<file path="src/rtl/spi_transaction_fsm.sv">
// spi_transaction_fsm
// Control FSM for the SPI memory slave. Over one chip-select transaction it sequences
// the 8-bit shift register, the address latch and the data memory. The transaction is
// a 7-bit address plus R/W bit, then one data byte that is either shifted in (write)
// or shifted out on MISO (read).
//
// Ports:
//   clk            system clock, rising-edge active
//   reset          asynchronous, active-high reset
//   sClkPosEdge    one-clk pulse on a conditioned SCLK rising edge
//   sClkNegEdge    one-clk pulse on a conditioned SCLK falling edge
//   csConditioned  conditioned chip select, active low
//   rwBit          shift register bit 0 after the address byte (1 = read, 0 = write)
//   srWE           shift register parallel-load enable (load from memory)
//   addrWE         address latch write enable
//   dmWE           data memory write enable
//   misoBufE       MISO tristate buffer enable
//   bitCount       registered bit counter (debug/verification)
//   busy           high in every state except idle
module spi_transaction_fsm #(
    parameter int unsigned WIDTH   = 8,
    parameter int unsigned COUNT_W = 4
) (
    input  logic               clk,
    input  logic               reset,
    input  logic               sClkPosEdge,
    input  logic               sClkNegEdge,
    input  logic               csConditioned,
    input  logic               rwBit,
    output logic               srWE,
    output logic               addrWE,
    output logic               dmWE,
    output logic               misoBufE,
    output logic [COUNT_W-1:0] bitCount,
    output logic               busy
);

    typedef enum logic [3:0] {
        StIdle,
        StGetAddr,
        StGotAddr,
        StReadWait,
        StReadLoad,
        StReadSend,
        StWriteRecv,
        StWriteCommit,
        StDone
    } state_e;

    localparam logic [COUNT_W-1:0] CountTerm = COUNT_W'(WIDTH);

    state_e             state_q, state_d;
    logic [COUNT_W-1:0] count_q, count_d;
    logic [COUNT_W-1:0] count_inc;

    assign count_inc = count_q + COUNT_W'(1);

    always_ff @(posedge clk or posedge reset) begin
        if (reset) begin
            state_q <= StIdle;
            count_q <= '0;
        end else begin
            state_q <= state_d;
            count_q <= count_d;
        end
    end

    always_comb begin
        state_d = state_q;
        count_d = count_q;
        // Chip-select release aborts from any active state, ahead of counting.
        if (state_q != StIdle && csConditioned) begin
            state_d = StIdle;
            count_d = '0;
        end else begin
            unique case (state_q)
                StIdle: begin
                    if (!csConditioned) begin
                        state_d = StGetAddr;
                        count_d = '0;
                    end
                end
                StGetAddr: begin
                    if (sClkPosEdge) begin
                        count_d = count_inc;
                        if (count_inc == CountTerm) state_d = StGotAddr;
                    end
                end
                StGotAddr: begin
                    count_d = '0;
                    state_d = rwBit ? StReadWait : StWriteRecv;
                end
                // One spare cycle so the memory read reflects the freshly latched address.
                StReadWait: state_d = StReadLoad;
                StReadLoad: state_d = StReadSend;
                StReadSend: begin
                    if (sClkNegEdge) begin
                        count_d = count_inc;
                        if (count_inc == CountTerm) state_d = StDone;
                    end
                end
                StWriteRecv: begin
                    if (sClkPosEdge) begin
                        count_d = count_inc;
                        if (count_inc == CountTerm) state_d = StWriteCommit;
                    end
                end
                StWriteCommit: state_d = StDone;
                // Counter stays frozen here until chip select releases.
                StDone: state_d = StDone;
                default: begin
                    state_d = StIdle;
                    count_d = '0;
                end
            endcase
        end
    end

    // Moore decode of the registered state.
    always_comb begin
        addrWE   = (state_q == StGotAddr);
        srWE     = (state_q == StReadLoad);
        dmWE     = (state_q == StWriteCommit);
        misoBufE = (state_q == StReadSend);
        busy     = (state_q != StIdle);
    end

    assign bitCount = count_q;

endmodule

</file>
<file path="config.mk">
export PLATFORM = sky130hd
export DESIGN_NAME = spi_transaction_fsm
export DESIGN_NICKNAME = d
export VERILOG_FILES = /design/src/rtl/spi_transaction_fsm.sv
export SDC_FILE = /design/constraint.sdc
export NUM_CORES = 1
export LEC_CHECK = 0
export BUFFER_PORTS_ARGS = -buffer_cell sky130_fd_sc_hd__buf_2
export CORE_AREA = 2 2 39 41
export CTS_CLUSTER_SIZE = 30
export DETAILED_ROUTE_END_ITERATION = 10
export DIE_AREA = 0 0 41 43
export GPL_ROUTABILITY_DRIVEN = 0
export GPL_TIMING_DRIVEN = 0
export HOLD_SLACK_MARGIN = 0.08
export PLACE_DENSITY = 0.7
export REMOVE_ABC_BUFFERS = 1
export SYNTH_ARGS = -nofsm -noshare
export SYNTH_HDL_FRONTEND = slang
export SYNTH_SLANG_ARGS = --single-unit
</file>
<file path="constraint.sdc">
create_clock -name clk -period 2.4 [get_ports clk]
set_input_delay 0 -clock clk [delete_from_list [all_inputs] [get_ports clk]]
set_output_delay 0 -clock clk [all_outputs]
set_load 0.02 [all_outputs]
</file>
==> summary.txt <==
setup repair bufs after CTS: 0
starting density of the core: 45.8%
RSZ-0062 raised after global routing: no
Sw Pwr: 0.311 mW
commonest non-fill, non-tap cell in the layout: buf_2
Slew @ Worst Pin: 0.394 ns
worst path cell trace: or3b_1, a211o_1, nand3b_1, a31o_4, a2111oi_2, a31o_1
largest net degree at the start of global routing: 14
Overall Power: 0.696 mW
Seq pwr share: 34.4%
worst path bufs/invs: 0
internal power: 0.385 mW
Tcrit/Tclk final: 82.7%
Synth Instances: 73
multi-input logic area: 395 um2
initial antenna violation count: 0
Die Y: 43 um
most frequent cells in the layout: buf_2, dfrtp_1, nand2_1
CP startpoint kind: flip-flop
cell taking the most area after synthesis: dfrtp_1
Total GRT Usage: 16.8%
TritonCTS clock tree: yes
P_leak: 0.347 nW
synthesized area: 634 um2
First-pass DRT Iterations: 4
Port Buf Inserts: 14
CTS clk-pin slew, worst paths: 0.05 ns
synth top area cells: dfrtp_1, a21oi_1, nand2_1
Tmin final: 1.99 ns
# IOs: 15
critical path's top delay family: compound AO/OA/AOI/OAI gates
routed len/inst: 11.8 um
Post-DRT Antenna Nets: 0
cts bufs inserted: 3
clock group share of total power: 13.5%
Seq/Total Area, Yosys: 31.6%
worst reg2reg startpoint: state_q[0]
Yosys cell types: 35
maximum vdd drop: 0.000636 V
post-DP HPWL: 939 um
syn_area_per_cell: 8.69 um2
CP Capture Type: flip-flop
Slew Viols, Final: 0
clk_lat worst skew: 0.24 ns
final setup violation count: 0
Storage cell area: 200 um2
full die area: 1760 um2
num rows: 14
Max Cap Viol: 0
n_diodes: 0
FILL cells: 135
first-pass GRT wire length: 2.04 mm
Synth Register Bits: 8
DRC viols: 0
Initial DRC Count: 13
Overflow after GRT: 0
worst min-delay path category: input port to asynchronous set/reset pin
Rel. slew slack: 73.7%
power share of the combinational group: 52.1%
crit path DAT: 2.12 ns
Layout area overhead: 17.6%
number of synthesis warnings: 0
Yosys top cell area share: 31.6%
filler-free cell count of the finished design: 105
critical path type: flip-flop to flip-flop
via density per instance: 5.79
slowest stage cell, crit path: dfrtp_1
worst-path maximum fanout: 13
critical path data required time: 2.53 ns
CTS Root Cell: clkbuf_4
Nets: 99
H-tree levels: 1
DP Area: 693 um2
fmax: 0.504 GHz
post-cts sizing count: 0
Finished Cell Area: 746 um2
max incr delay on CP: 0.56 ns
setup total negative slack: 0 ns
outcome: finished, final reports clean
cts hold-fix bufs: 3
die width: 41 um
Final Hold Vio Count: 0
clock buffer depth: 2
share of cells above drive strength 1: 24.7%
Net Sw Frac: 44.7%
Routed WL: 1.24 mm
Via Count: 608
DP Cell Count: 99
core area: 1380 um2
Min Hold Slack: 0.225 ns
number of global-route vias before repair: 485
CTS Sinks: 8
pwr/cell area: 934 nW/um2
crit path launch: state_q[0]
Clock Skews: 0.00164 ns
## worst min-delay path: stages
cell and delay, ns:
dlygate4sd3_1 0.52, buf_2 0.12, inv_1 0.21
## worst paths after layout
path	endpoint	depth (start not counted)	slack, ns
hold / removal	bitCount[1]	3	0.22
setup reg to reg	state_q[0]	6	0.41
min in group clk	bitCount[0]	5	0.34
hold reg to reg	bitCount[3]	1	0.55
setup / recovery	state_q[0]	6	0.41
max in group asynchronous	state_q[2]	3	1.96
## layer usage
layer,track usage (%),vias up,part of all wire (%)
li1,-,304,-
met3,3.14,2,4.5
met2,23.1,13,48
met5,0,-,0
met1,24.5,289,47
met4,8.00,0,0.48
## flip-flops by register name (all words and copies together) (netlist names)
| register | flops |
|---|---|
| state_q | 4 |
| bitCount | 4 |
## synthesized netlist by cell type, drive strengths merged
master and instances:
dfrtp 8, a31oi 1, o211ai 1, or4 2, nor3 3, a2111oi 1, inv 2, o22a 1
a211o 1, o21ai 5, nand3b 2, nor2 6, a2111o 1, a21oi 6, and3 1, buf 4
ha 2, nand2b 4, nand3 2, xor2 1, or3 2, a31o 2, o2bb2ai 2, nor4b 1
nand2 8, a2bb2oi 1, nand4b 2, or3b 1
## metrics by stage
stage                     util [%]  setup slack [ns]
after floorplan                  -             0.524
after global placement        50.1             0.445
after detailed placement      50.1             0.430
after CTS                     53.9             0.417
after global routing          53.9             0.279
final                         53.9             0.415
## power groups by stage
stage / clock, mW / combinational, mW / sequential (mW)
global placement: 0 / 0.355 / 0.239
global route: 0.109 / 0.403 / 0.249
floorplan: 0 / 0.274 / 0.237
finish: 0.0939 / 0.363 / 0.240
detailed placement: 0 / 0.359 / 0.241
CTS: 0.0972 / 0.364 / 0.238
## cell type report
type                            count  share of cell area (%)
Clock buffer                        3                    3.02
Inverter                            2                    1.01
Multi-Input combinational cell     59                    53.0
Sequential cell                     8                    26.8
Tap cell                           16                    2.68
Timing Repair Buffer               17                    13.4
## cells by family (layout without fill, tap and decap cells)
logic type	after synthesis	count (layout)	share of synthesized area, %
xor+xnor	1	1	1.38
compound gates	22	22	26.0
buf+inv	6	22	6.11
simple gates	34	34	31.0
fa+ha+maj	2	2	3.94
flops	8	8	31.6
(Power assumes the default switching activity.)
